==> src/rtl/ascon_permutation_ctrl_if.sv <==
// ASCON permutation request/response bundle between the mode FSM and the sequencer.
// latency: n/a (wires only)
// backpressure: none; start_i is taken whenever the sequencer is IDLE or DONE.
//
// Signals (directions as seen by the sequencer, i.e. the slave modport):
//   start_i  in  : start request, pulse or level
//   mode_i   in  : 0 = pa (12 rounds), 1 = pb (NB_ROUNDS_B rounds)
//   state_i  in  : 320-bit permutation input {x0, x1, x2, x3, x4}, x0 in the top word
//   state_o  out : permutation state register
//   busy_o   out : rounds remain to be applied
//   done_o   out : one-cycle pulse, state_o holds the final result
//   round_o  out : index of the next round to be applied
interface ascon_permutation_ctrl_if;
    logic         start_i;
    logic         mode_i;
    logic [319:0] state_i;
    logic [319:0] state_o;
    logic         busy_o;
    logic         done_o;
    logic [3:0]   round_o;

    // mode FSM side
    modport master (
        output start_i,
        output mode_i,
        output state_i,
        input  state_o,
        input  busy_o,
        input  done_o,
        input  round_o
    );

    // permutation sequencer side
    modport slave (
        input  start_i,
        input  mode_i,
        input  state_i,
        output state_o,
        output busy_o,
        output done_o,
        output round_o
    );
endinterface

==> src/rtl/ascon_permutation_ctrl.sv <==
// ASCON permutation sequencer: iterates constant-add / S-box / linear layer over a 320-bit state.
// latency: N cycles from start to done (N = 12 for pa, NB_ROUNDS_B for pb), N/2 with ASCON_UNROLL2_EN.
// backpressure: none; start_i is accepted in IDLE and in the DONE cycle, ignored while busy.
//
// Ports:
//   clock_i   : system clock, rising edge
//   resetb_i  : asynchronous active-low reset
//   bus       : ascon_permutation_ctrl_if.slave (start/mode/state in, state/busy/done/round out)
//
// Parameters:
//   NB_ROUNDS_B : pb round count, 6 or 8 (pa is always 12)
//
// Build option:
//   ASCON_UNROLL2_EN : when defined, two chained rounds are applied per clock (counter step 2).
//                      Final state is bit-identical to the one-round-per-clock build.
module ascon_permutation_ctrl #(
    parameter int unsigned NB_ROUNDS_B = 6
) (
    input  logic                           clock_i,
    input  logic                           resetb_i,
    ascon_permutation_ctrl_if.slave        bus
);

    typedef logic [319:0] type_state;

    typedef enum logic [1:0] {
        IDLE = 2'd0,
        RUN  = 2'd1,
        DONE = 2'd2
    } fsm_t;

    // First round index of pb; pa always starts at 0. Both sequences end at round 11.
    localparam logic [3:0] R0_B      = 4'(12 - NB_ROUNDS_B);
    localparam logic [3:0] ROUND_END = 4'd12;

`ifdef ASCON_UNROLL2_EN
    localparam logic [3:0] STEP = 4'd2;
`else
    localparam logic [3:0] STEP = 4'd1;
`endif

    // ------------------------------------------------------------------
    // Round datapath
    // ------------------------------------------------------------------

    // Round constant {0xF - r, r} lands in the low byte of x2 (bits 135:128).
    function automatic type_state add_const(input type_state s, input logic [3:0] r);
        type_state o;
        o           = s;
        o[135:128]  = s[135:128] ^ {4'hF - r, r};
        return o;
    endfunction

    // Bitsliced 5-bit S-box applied to all 64 columns at once (x0 is the column MSB).
    function automatic type_state sbox_layer(input type_state s);
        logic [63:0] x0, x1, x2, x3, x4;
        logic [63:0] t0, t1, t2, t3, t4;
        x0 = s[319:256];
        x1 = s[255:192];
        x2 = s[191:128];
        x3 = s[127:64];
        x4 = s[63:0];

        x0 = x0 ^ x4;
        x4 = x4 ^ x3;
        x2 = x2 ^ x1;

        t0 = ~x0 & x1;
        t1 = ~x1 & x2;
        t2 = ~x2 & x3;
        t3 = ~x3 & x4;
        t4 = ~x4 & x0;

        x0 = x0 ^ t1;
        x1 = x1 ^ t2;
        x2 = x2 ^ t3;
        x3 = x3 ^ t4;
        x4 = x4 ^ t0;

        x1 = x1 ^ x0;
        x0 = x0 ^ x4;
        x3 = x3 ^ x2;
        x2 = ~x2;

        return {x0, x1, x2, x3, x4};
    endfunction

    // Per-word linear diffusion: x ^= ror(x, a) ^ ror(x, b).
    // Rotations are written as bit-slice concatenations: ror(x, n) = {x[n-1:0], x[63:n]}.
    function automatic type_state diffusion_lin(input type_state s);
        logic [63:0] x0, x1, x2, x3, x4;
        x0 = s[319:256];
        x1 = s[255:192];
        x2 = s[191:128];
        x3 = s[127:64];
        x4 = s[63:0];

        x0 = x0 ^ {x0[18:0], x0[63:19]} ^ {x0[27:0], x0[63:28]};
        x1 = x1 ^ {x1[60:0], x1[63:61]} ^ {x1[38:0], x1[63:39]};
        x2 = x2 ^ {x2[0],    x2[63:1]}  ^ {x2[5:0],  x2[63:6]};
        x3 = x3 ^ {x3[9:0],  x3[63:10]} ^ {x3[16:0], x3[63:17]};
        x4 = x4 ^ {x4[6:0],  x4[63:7]}  ^ {x4[40:0], x4[63:41]};

        return {x0, x1, x2, x3, x4};
    endfunction

    function automatic type_state ascon_round(input type_state s, input logic [3:0] r);
        return diffusion_lin(sbox_layer(add_const(s, r)));
    endfunction

    // ------------------------------------------------------------------
    // State, counter and FSM registers
    // ------------------------------------------------------------------
    type_state  state_q;
    logic [3:0] cnt_q;
    fsm_t       fsm_q;
    logic       busy_q;
    logic       done_q;

    // ------------------------------------------------------------------
    // Next-round selection
    // In IDLE/DONE the round is applied to the incoming state (a start may be
    // taken there); in RUN it is applied to the register. Outside RUN the
    // result is only committed when start_i is high.
    // ------------------------------------------------------------------
    type_state  round_src;
    logic [3:0] round_idx;
    logic [3:0] start_r0;
    logic [3:0] cnt_nxt;
    type_state  round_out;

    assign start_r0 = bus.mode_i ? R0_B : 4'd0;

    always_comb begin
        round_src = state_q;
        round_idx = cnt_q;
        if (fsm_q != RUN) begin
            round_src = bus.state_i;
            round_idx = start_r0;
        end
    end

    assign cnt_nxt = round_idx + STEP;

`ifdef ASCON_UNROLL2_EN
    // Two rounds chained in one cycle: c_r then c_r+1. N is always even so
    // the pair never straddles the end of the sequence.
    type_state round_mid;
    assign round_mid = ascon_round(round_src, round_idx);
    assign round_out = ascon_round(round_mid, round_idx + 4'd1);
`else
    assign round_out = ascon_round(round_src, round_idx);
`endif

    // ------------------------------------------------------------------
    // Sequencer FSM. busy/done are registered so start_i never reaches them
    // combinationally.
    // ------------------------------------------------------------------
    always_ff @(posedge clock_i or negedge resetb_i) begin
        if (!resetb_i) begin
            fsm_q   <= IDLE;
            state_q <= '0;
            cnt_q   <= 4'd0;
            busy_q  <= 1'b0;
            done_q  <= 1'b0;
        end else begin
            done_q <= 1'b0;
            case (fsm_q)
                IDLE, DONE: begin
                    if (bus.start_i) begin
                        state_q <= round_out;
                        cnt_q   <= cnt_nxt;
                        if (cnt_nxt == ROUND_END) begin
                            fsm_q  <= DONE;
                            busy_q <= 1'b0;
                            done_q <= 1'b1;
                        end else begin
                            fsm_q  <= RUN;
                            busy_q <= 1'b1;
                        end
                    end else begin
                        // state_q and cnt_q hold so the mode FSM can read the result
                        fsm_q  <= IDLE;
                        busy_q <= 1'b0;
                    end
                end
                RUN: begin
                    state_q <= round_out;
                    cnt_q   <= cnt_nxt;
                    if (cnt_nxt == ROUND_END) begin
                        fsm_q  <= DONE;
                        busy_q <= 1'b0;
                        done_q <= 1'b1;
                    end
                end
                default: begin
                    fsm_q  <= IDLE;
                    busy_q <= 1'b0;
                end
            endcase
        end
    end

    assign bus.state_o = state_q;
    assign bus.round_o = cnt_q;
    assign bus.busy_o  = busy_q;
    assign bus.done_o  = done_q;

endmodule

==> src/flat_wrapper.sv <==
// flat-port wrapper written by rule: the top's interface ports become plain ports
module ascon_permutation_ctrl_flat 
#(
    parameter int unsigned NB_ROUNDS_B = 6
)
  (clock_i, resetb_i, bus_start_i, bus_mode_i, bus_state_i, bus_state_o, bus_busy_o, bus_done_o, bus_round_o);
  ascon_permutation_ctrl_if bus_i ();
  input  logic clock_i;
  input  logic resetb_i;
  input wire logic [$bits(bus_i.start_i)-1:0] bus_start_i;
  input wire logic [$bits(bus_i.mode_i)-1:0] bus_mode_i;
  input wire logic [$bits(bus_i.state_i)-1:0] bus_state_i;
  output wire logic [$bits(bus_i.state_o)-1:0] bus_state_o;
  output wire logic [$bits(bus_i.busy_o)-1:0] bus_busy_o;
  output wire logic [$bits(bus_i.done_o)-1:0] bus_done_o;
  output wire logic [$bits(bus_i.round_o)-1:0] bus_round_o;
  assign bus_i.start_i = bus_start_i;
  assign bus_i.mode_i = bus_mode_i;
  assign bus_i.state_i = bus_state_i;
  assign bus_state_o = bus_i.state_o;
  assign bus_busy_o = bus_i.busy_o;
  assign bus_done_o = bus_i.done_o;
  assign bus_round_o = bus_i.round_o;
  ascon_permutation_ctrl #(.NB_ROUNDS_B(NB_ROUNDS_B)) u_core (.clock_i(clock_i), .resetb_i(resetb_i), .bus(bus_i));
endmodule
==> config.mk <==
export PLATFORM = sky130hd
export DESIGN_NAME = ascon_permutation_ctrl_flat
export DESIGN_NICKNAME = d
export VERILOG_FILES = /design/src/rtl/ascon_permutation_ctrl_if.sv /design/src/rtl/ascon_permutation_ctrl.sv /design/src/flat_wrapper.sv
export SDC_FILE = /design/constraint.sdc
export NUM_CORES = 1
export LEC_CHECK = 0
export CORE_AREA = 2 2 251 253
export CTS_BUF_LIST = sky130_fd_sc_hd__clkbuf_4 sky130_fd_sc_hd__clkbuf_8 sky130_fd_sc_hd__clkbuf_16
export DETAILED_ROUTE_END_ITERATION = 8
export DIE_AREA = 0 0 253 255
export DONT_BUFFER_PORTS = 1
export PLACE_DENSITY = 0.78
export SYNTH_ARGS = -nofsm -noshare
export SYNTH_HDL_FRONTEND = slang
export SYNTH_SLANG_ARGS = --single-unit
==> constraint.sdc <==
create_clock -name clock_i -period 3.5 [get_ports clock_i]
set_clock_uncertainty 0.1 [all_clocks]
set_input_delay 0.7 -clock clock_i [delete_from_list [all_inputs] [get_ports clock_i]]
set_output_delay 0.7 -clock clock_i [all_outputs]
set_load 0.05 [all_outputs]
Yosys cells after proc, flatten, opt, wreduce, memory -nomap -nowiden
Cells that the tools add are included.
Widths: inputs -> output; s select.

word-level totals
  register bits = 328
  bits of input ports = 324
  output and inout port bits = 326
  logic and storage cells = 68

cells by class
  add/sub/neg operators = 2
  equal/unequal tests = 6
  multiplexer cells = 18
  bitwise logic cells = 33
  reduce and logical (&&, ||, !) cells = 4

operator list
  operator             number
  $xor 64x64->64       21
  $mux 320             2
  $pmux 320 s2         1
  $not 64->64          6
  $and 64x64->64       5
  $mux 4               2
  $pmux 4 s2           1
  $xor 8x8->8          1
  $mux 2               3
  $mux 1               5
  $add 4x1->4 const B  1
  $eq 4x4->1 const B   1
  $ne 2x1->1 const B   2
  $pmux 1 s2           2
  $pmux 2 s2           1
  $sub 4x4->4 const A  1
  $mux 3               1
  $eq 2x1->1 const B   1
  $eq 2x2->1 const B   1
  $logic_not 2->1      1
  $ne 2x2->1 const B   1
  $reduce_and 2->1     1
  $reduce_bool 2->1    1
  $reduce_or 2->1      1

Logic depth before layout (Yosys ltp)
  depth in word-level cells = 13
  gate-level depth with buffers = 16
  depth with buffers taken out = 10

Worst setup path after synthesis
Ideal clock, no wire load.

  kind = flip-flop to flip-flop
  start point = register u_core.fsm_q[1]
  end point = register u_core.state_q[117] (netlist: u_core.bus.state_o[117])
  setup time = 0.125 ns
  arrival time = 3.269 ns
  required time = 3.275 ns
  path slack = 0.006 ns
  stages on the path, launching flop included = 15
  buffers on the path = 6
  cells stage by stage = dfrtp_1 -> nand2b_1 -> buf_6 -> buf_6 -> buf_4 -> buf_2 -> buf_2 -> buf_1 -> mux2i_1 -> ha_1 -> xnor2_1 -> xnor2_1 -> xnor2_1 -> xnor2_1 -> mux2_2

on the way
  word-level cells in the longest chain between the ends = 11
  elaborated cells on any way between the ends = 26
  classes of those cells = add/sub: 1; eq/ne: 4; mux: 4; bitwise: 13; reduce/logical: 4

ends and longest elaborated chain
  what                                                                  line                           text
  start, declared                                                       ascon_permutation_ctrl.sv:116  fsm_t fsm_q;
  start signal, assigned                                                ascon_permutation_ctrl.sv:161  fsm_q <= IDLE;
  start signal, assigned                                                ascon_permutation_ctrl.sv:174  fsm_q <= DONE;
  start signal, assigned                                                ascon_permutation_ctrl.sv:178  fsm_q <= RUN;
  parallel branches: the longest is 11 deep, another holds $sub 4x4->4  --
  end signal, assigned                                                  ascon_permutation_ctrl.sv:171  state_q <= round_out;
  end signal, assigned                                                  ascon_permutation_ctrl.sv:188  state_q <= round_out;
  end, declared                                                         ascon_permutation_ctrl.sv:114  type_state state_q;

Several ways; the timed one is not identified. The select of a mux whose other input is x is not followed.
A chain may end at the register's enable or synchronous reset.

Final worst setup path
  start point = register u_core.fsm_q[1]
  end point = register u_core.state_q[40] (netlist: u_core.bus.state_o[40])

on the way
  word-level cells in the longest chain between the ends = 10
  elaborated cells on any way between the ends = 18
  classes of those cells = eq/ne: 4; mux: 3; bitwise: 7; reduce/logical: 4

ends and longest elaborated chain
  what                          line                           text
  $ne 2x1->1                    ascon_permutation_ctrl.sv:137  if (fsm_q != RUN) begin
  $mux 320                      ascon_permutation_ctrl.sv:137
  $xor 64x64->64                ascon_permutation_ctrl.sv:64   x0 = x0 ^ x4;
  $not 64->64                   ascon_permutation_ctrl.sv:68   t0 = ~x0 & x1;
  $and 64x64->64                ascon_permutation_ctrl.sv:68
  $xor 64x64->64                ascon_permutation_ctrl.sv:78   x4 = x4 ^ t0;
  $xor 64x64->64 (2 in series)  ascon_permutation_ctrl.sv:102  x4 = x4 ^ {x4[6:0], x4[63:7]} ^ {x4[40:0], x4[63:41]};
  $mux 320                      ascon_permutation_ctrl.sv:170  if (bus.start_i) begin
  $pmux 320 s2                  ascon_permutation_ctrl.sv:168  case (fsm_q)

Parallel ways exist; a longest one is shown, timed or not. The select of a mux whose other input is x is not followed.

==> results summary <==
Of the post-synthesis cell area, the dominant cell type holds 0.2593. The post-synthesis average cell area is roughly 9.4 sq um. The floorplan die width is around 250 microns.

The clock-pin slew reported for the worst setup and hold paths after clock tree synthesis came out at approximately 0.06 ns. The initialized floorplan defines slightly above 90 standard-cell rows. The share of the clock period used by the worst path after layout came out at 1.017.

The most common flop cell mapped by yosys is sky130_fd_sc_hd__dfrtp_1. The most numerous cell type found on the critical path is sky130_fd_sc_hd__xnor2_1. The first-pass GRT wire length came out at 210,000 microns. Tracing the worst setup path back leads to its startpoint at u_core.fsm_q[1]$_DFFE_PN0P_. The number of hold violations in the final report came out at between 300 and 400. Of all flip-flops after synthesis, the portion carrying an async set or reset was 1.000. The count of input and output buffers came out at 0.

The congestion estimate from routability-driven global placement came to ~1.1. The maximum fanout along the worst path is 24. The area used by sequential logic in the layout came out at ~8000 sq um. For this design, the slowest cell found on the critical path is sky130_fd_sc_hd__xnor2_1. The total number of yosys warnings came out at 0.

The clock sink total came out at 328. The startpoint identified for the worst register-to-register timing path is u_core.fsm_q[1]$_DFFE_PN0P_. The final count of pins violating max slew came out at 0.

The time the worst path needs with I/O delays and setup is 3.559 ns. Entering global routing, the biggest net connects ~330 pins. The root buffer cell chosen for the clock tree is sky130_fd_sc_hd__clkbuf_16. The type of the worst setup path is reg -> reg. The actual slew at the worst max-slew pin is 1.200 ns. The highest clock frequency the design can meet is about 280 MHz. TritonCTS built the clock tree.

The cell family contributing the most delay on the critical path is XOR/XNOR gates. Hold timing on the final database bottoms out at a slack of -0.2921 ns. The netlist uses 54 different library cells.

The worst hold path belongs to the class in -> async. The smallest setup slack after layout is -0.05947 ns. The worst-case clock buffer depth came out at 3. The HPWL after detailed placement is 126,500 microns.

The y dimension of the die is approximately 260 microns. Synthesis produced a netlist with a net count of 3,824. Sorting the synthesized cells by area gives the leading types as sky130_fd_sc_hd__dfrtp_1 (26%), sky130_fd_sc_hd__xnor2_1 (25%), sky130_fd_sc_hd__xor2_1 (8.4%).

The all-layer global routing usage came out at 0.4625. The area growth from synthesis to final layout came out at 20.37%. The initial utilization of the core area, before any placement, comes to 0.5092. The worst stage delay on the critical path is ~0.55 ns. The count of H-tree levels built during CTS is 2. The checks that failed: hold timing, setup timing.

The initial antenna violation count came to 5. The die outline area came out at roughly 65,000 sq um. The first-iteration detailed-routing DRC count is approximately 3,300. The fraction of final layout cells with drive strength greater than 1 is 0.2173.

The critical path startpoint category is a flop. The multi-input combinational cells in the finished layout cover a total of roughly 23,000 sq um. The number of instances in the synthesized netlist came out at between 3,000 and 4,000. The signal arrival time at the worst endpoint is approximately 3.9 ns. The worst setup path is captured at a flop. The biggest area contributor in the post-synthesis netlist is sky130_fd_sc_hd__dfrtp_1. The first detailed-routing pass took 6 iterations. The run finished, with violations left. The remaining design rule violation count came out at 0. The post-synthesis sequential area ratio is 0.2593.

The count of nets left with antenna violations once routing finished came out at 0. Walking the worst path, the cells encountered are nand2b_4 > buf_12 > buf_4 > mux2i_1 > ha_1 > xnor2_1 > xnor2_1 > xnor2_1 > o21ai_0. The total global routing overflow is 0. In this run, synthesis produced a sequential element count of between 300 and 400. The core area came out at approximately 62,000 sq um. The clock latency on the worst-skew pair came out at around 0.60 ns.

The worst-case headroom to the max-slew limit is 0.1945. The number of nets at the end of the flow came out at approximately 4,300. Setup violations remaining at the end of the flow were counted as 3. The post-synthesis instance area is ~32,000 sq um. The post-detailed-route via-to-cell ratio is 6.143.

The number of buffer and inverter instances along the worst setup path came out at 2. The count of flip-flops with a built-in enable after synthesis came out at 0. The via count of the first global-routing pass was about 28,000. The CTS buffer count is 44.

The per-cell routed wire length is around 33 microns. The number of maximum-capacitance constraint violations came out at 0. The total routed wirelength came out at roughly 150,000 microns.

The accumulated negative setup slack came out at -0.09445 ns. The total I/O pin count came out at 650. The utilization after layout is 0.6129. The worst endpoint required time came out at a little under 4 ns. Setup repair after global routing could not meet its margin everywhere. The number of filler cells placed in the layout came out at around 5,500. The count of vias placed by the detailed router is between 20,000 and 30,000.
logic make-up after synthesis:
family | count (synthesis) | share of synthesized area
xor gates and xnor gates | 1222 | 0.3431
and+or+nand+nor | 702 | 0.1040
AOI/OAI and AO/OA | 454 | 0.08646
muxes | 383 | 0.1269
DFF | 328 | 0.2593
buffers and inverters | 149 | 0.02771
adders and majority gates | 134 | 0.05250
through the flow:
step / hold WS, ns / instance area (sq um) / worst slack (ns) / cells
after floorplan: 0.3044 / 31650 / 0.006408 / 3372
after global placement: 0.3235 / 36270 / -0.3527 / 4587
after detailed placement: 0.3193 / 36270 / -0.2938 / 4587
after CTS: -0.2959 / 37960 / 0.01288 / 4667
after global routing: -0.2854 / 38090 / -0.07465 / 4670
final: -0.2921 / 38100 / -0.05947 / 4671
layer usage:
metal | GRT usage | wire length (microns) | up-vias
li1 | - | - | 12390
met1 | 0.5618 | 57140 | 14000
met2 | 0.7112 | 66340 | 1788
met3 | 0.1478 | 17720 | 503
met4 | 0.2921 | 11780 | 8
met5 | 0 | 56 | -
worst reg2reg max path: cells and delay by family (launching register included):
family	cells	cell delay, ns
compound gates	1	0.13
xor+xnor	3	1.22
mux	1	0.33
simple gates	1	0.27
flops	1	0.42
buf+inv	2	0.64
fa+ha+maj	1	0.32
final cells by class:
class	count	area share
Multi-Input combinational cell	2895	0.5971
Sequential cell	328	0.2155
Timing Repair Buffer	564	0.1175
Clock buffer	65	0.03514
Tap cell	799	0.02624
Clock inverter	15	0.008079
Inverter	3	0.0002956
Antenna cell	2	0.0001314
synth_stat cells (4+ instances only):
cell type,number
sky130_fd_sc_hd__mux2i_1,251
sky130_fd_sc_hd__a21boi_0,4
sky130_fd_sc_hd__nor3b_1,6
sky130_fd_sc_hd__ha_1,128
sky130_fd_sc_hd__buf_6,28
sky130_fd_sc_hd__xnor2_1,897
sky130_fd_sc_hd__mux2_2,126
sky130_fd_sc_hd__o21ai_0,138
sky130_fd_sc_hd__and4b_1,49
sky130_fd_sc_hd__xnor2_2,15
sky130_fd_sc_hd__buf_2,23
sky130_fd_sc_hd__mux2i_2,4
sky130_fd_sc_hd__o21ai_1,27
sky130_fd_sc_hd__nor2_1,223
sky130_fd_sc_hd__a211oi_1,4
sky130_fd_sc_hd__a221o_1,9
sky130_fd_sc_hd__buf_8,5
sky130_fd_sc_hd__nand2b_1,13
sky130_fd_sc_hd__nor3_1,64
sky130_fd_sc_hd__nand3_1,15
sky130_fd_sc_hd__a21oi_1,158
sky130_fd_sc_hd__nor2b_1,52
sky130_fd_sc_hd__a221oi_2,10
sky130_fd_sc_hd__dfrtp_1,328
sky130_fd_sc_hd__nand2_1,264
sky130_fd_sc_hd__a31oi_1,49
sky130_fd_sc_hd__nand3b_1,5
sky130_fd_sc_hd__xor2_2,4
sky130_fd_sc_hd__a221oi_1,39
sky130_fd_sc_hd__clkbuf_1,80
sky130_fd_sc_hd__buf_4,6
sky130_fd_sc_hd__maj3_1,6
sky130_fd_sc_hd__buf_1,4
sky130_fd_sc_hd__xor2_1,305
state kept, by name, indices dropped and copies added (netlist names):
name and cells:
u_core.fsm_q 2, u_core.bus.busy_o 1, u_core.bus.done_o 1, u_core.bus.state_o 320, u_core.bus.round_o 4
cell usage in the layout (no fill, tap or decap), types with 27 or more instances in the layout:
| cell | instances |
|---|---|
| sky130_fd_sc_hd__xnor2_1 | 880 |
| sky130_fd_sc_hd__buf_4 | 544 |
| sky130_fd_sc_hd__dfrtp_1 | 327 |
| sky130_fd_sc_hd__xor2_1 | 305 |
| sky130_fd_sc_hd__nand2_1 | 263 |
| sky130_fd_sc_hd__mux2i_1 | 245 |
| sky130_fd_sc_hd__nor2_1 | 223 |
| sky130_fd_sc_hd__a21oi_1 | 158 |
| sky130_fd_sc_hd__o21ai_0 | 138 |
| sky130_fd_sc_hd__ha_1 | 128 |
| sky130_fd_sc_hd__mux2_2 | 126 |
| sky130_fd_sc_hd__nor3_1 | 64 |
| sky130_fd_sc_hd__nor2b_1 | 51 |
| sky130_fd_sc_hd__and4b_1 | 49 |
| sky130_fd_sc_hd__a31oi_1 | 49 |
| sky130_fd_sc_hd__clkbuf_16 | 45 |
| sky130_fd_sc_hd__a221oi_1 | 39 |
| sky130_fd_sc_hd__xnor2_2 | 32 |
| sky130_fd_sc_hd__o21ai_1 | 27 |
timing repair:
item	in CTS	in global routing
pin swaps	0	2
gates resized for setup	6	19
hold endpoints to repair	328	328
buffers inserted	0	2
setup endpoints to repair	8	21
path summary, 6_finish.rpt:
path	end	slack (ns)	cells past startpoint
max	u_core.bus.state_o[40]$_DFFE_PN0P_	-0.06	9
min	u_core.bus.state_o[183]$_DFFE_PN0P_	-0.29	0
max reg2reg	u_core.bus.state_o[40]$_DFFE_PN0P_	-0.06	9
min reg2reg	u_core.bus.state_o[312]$_DFFE_PN0P_	0.39	2
max in group asynchronous	u_core.fsm_q[0]$_DFFE_PN0P_	2.77	0
min in group clock_i	u_core.bus.round_o[1]$_DFFE_PN0P_	0.19	2
Power is left out: the tool's default activity adds up to more than one toggle a clock period on the data nets, which glitch-free logic cannot reach.
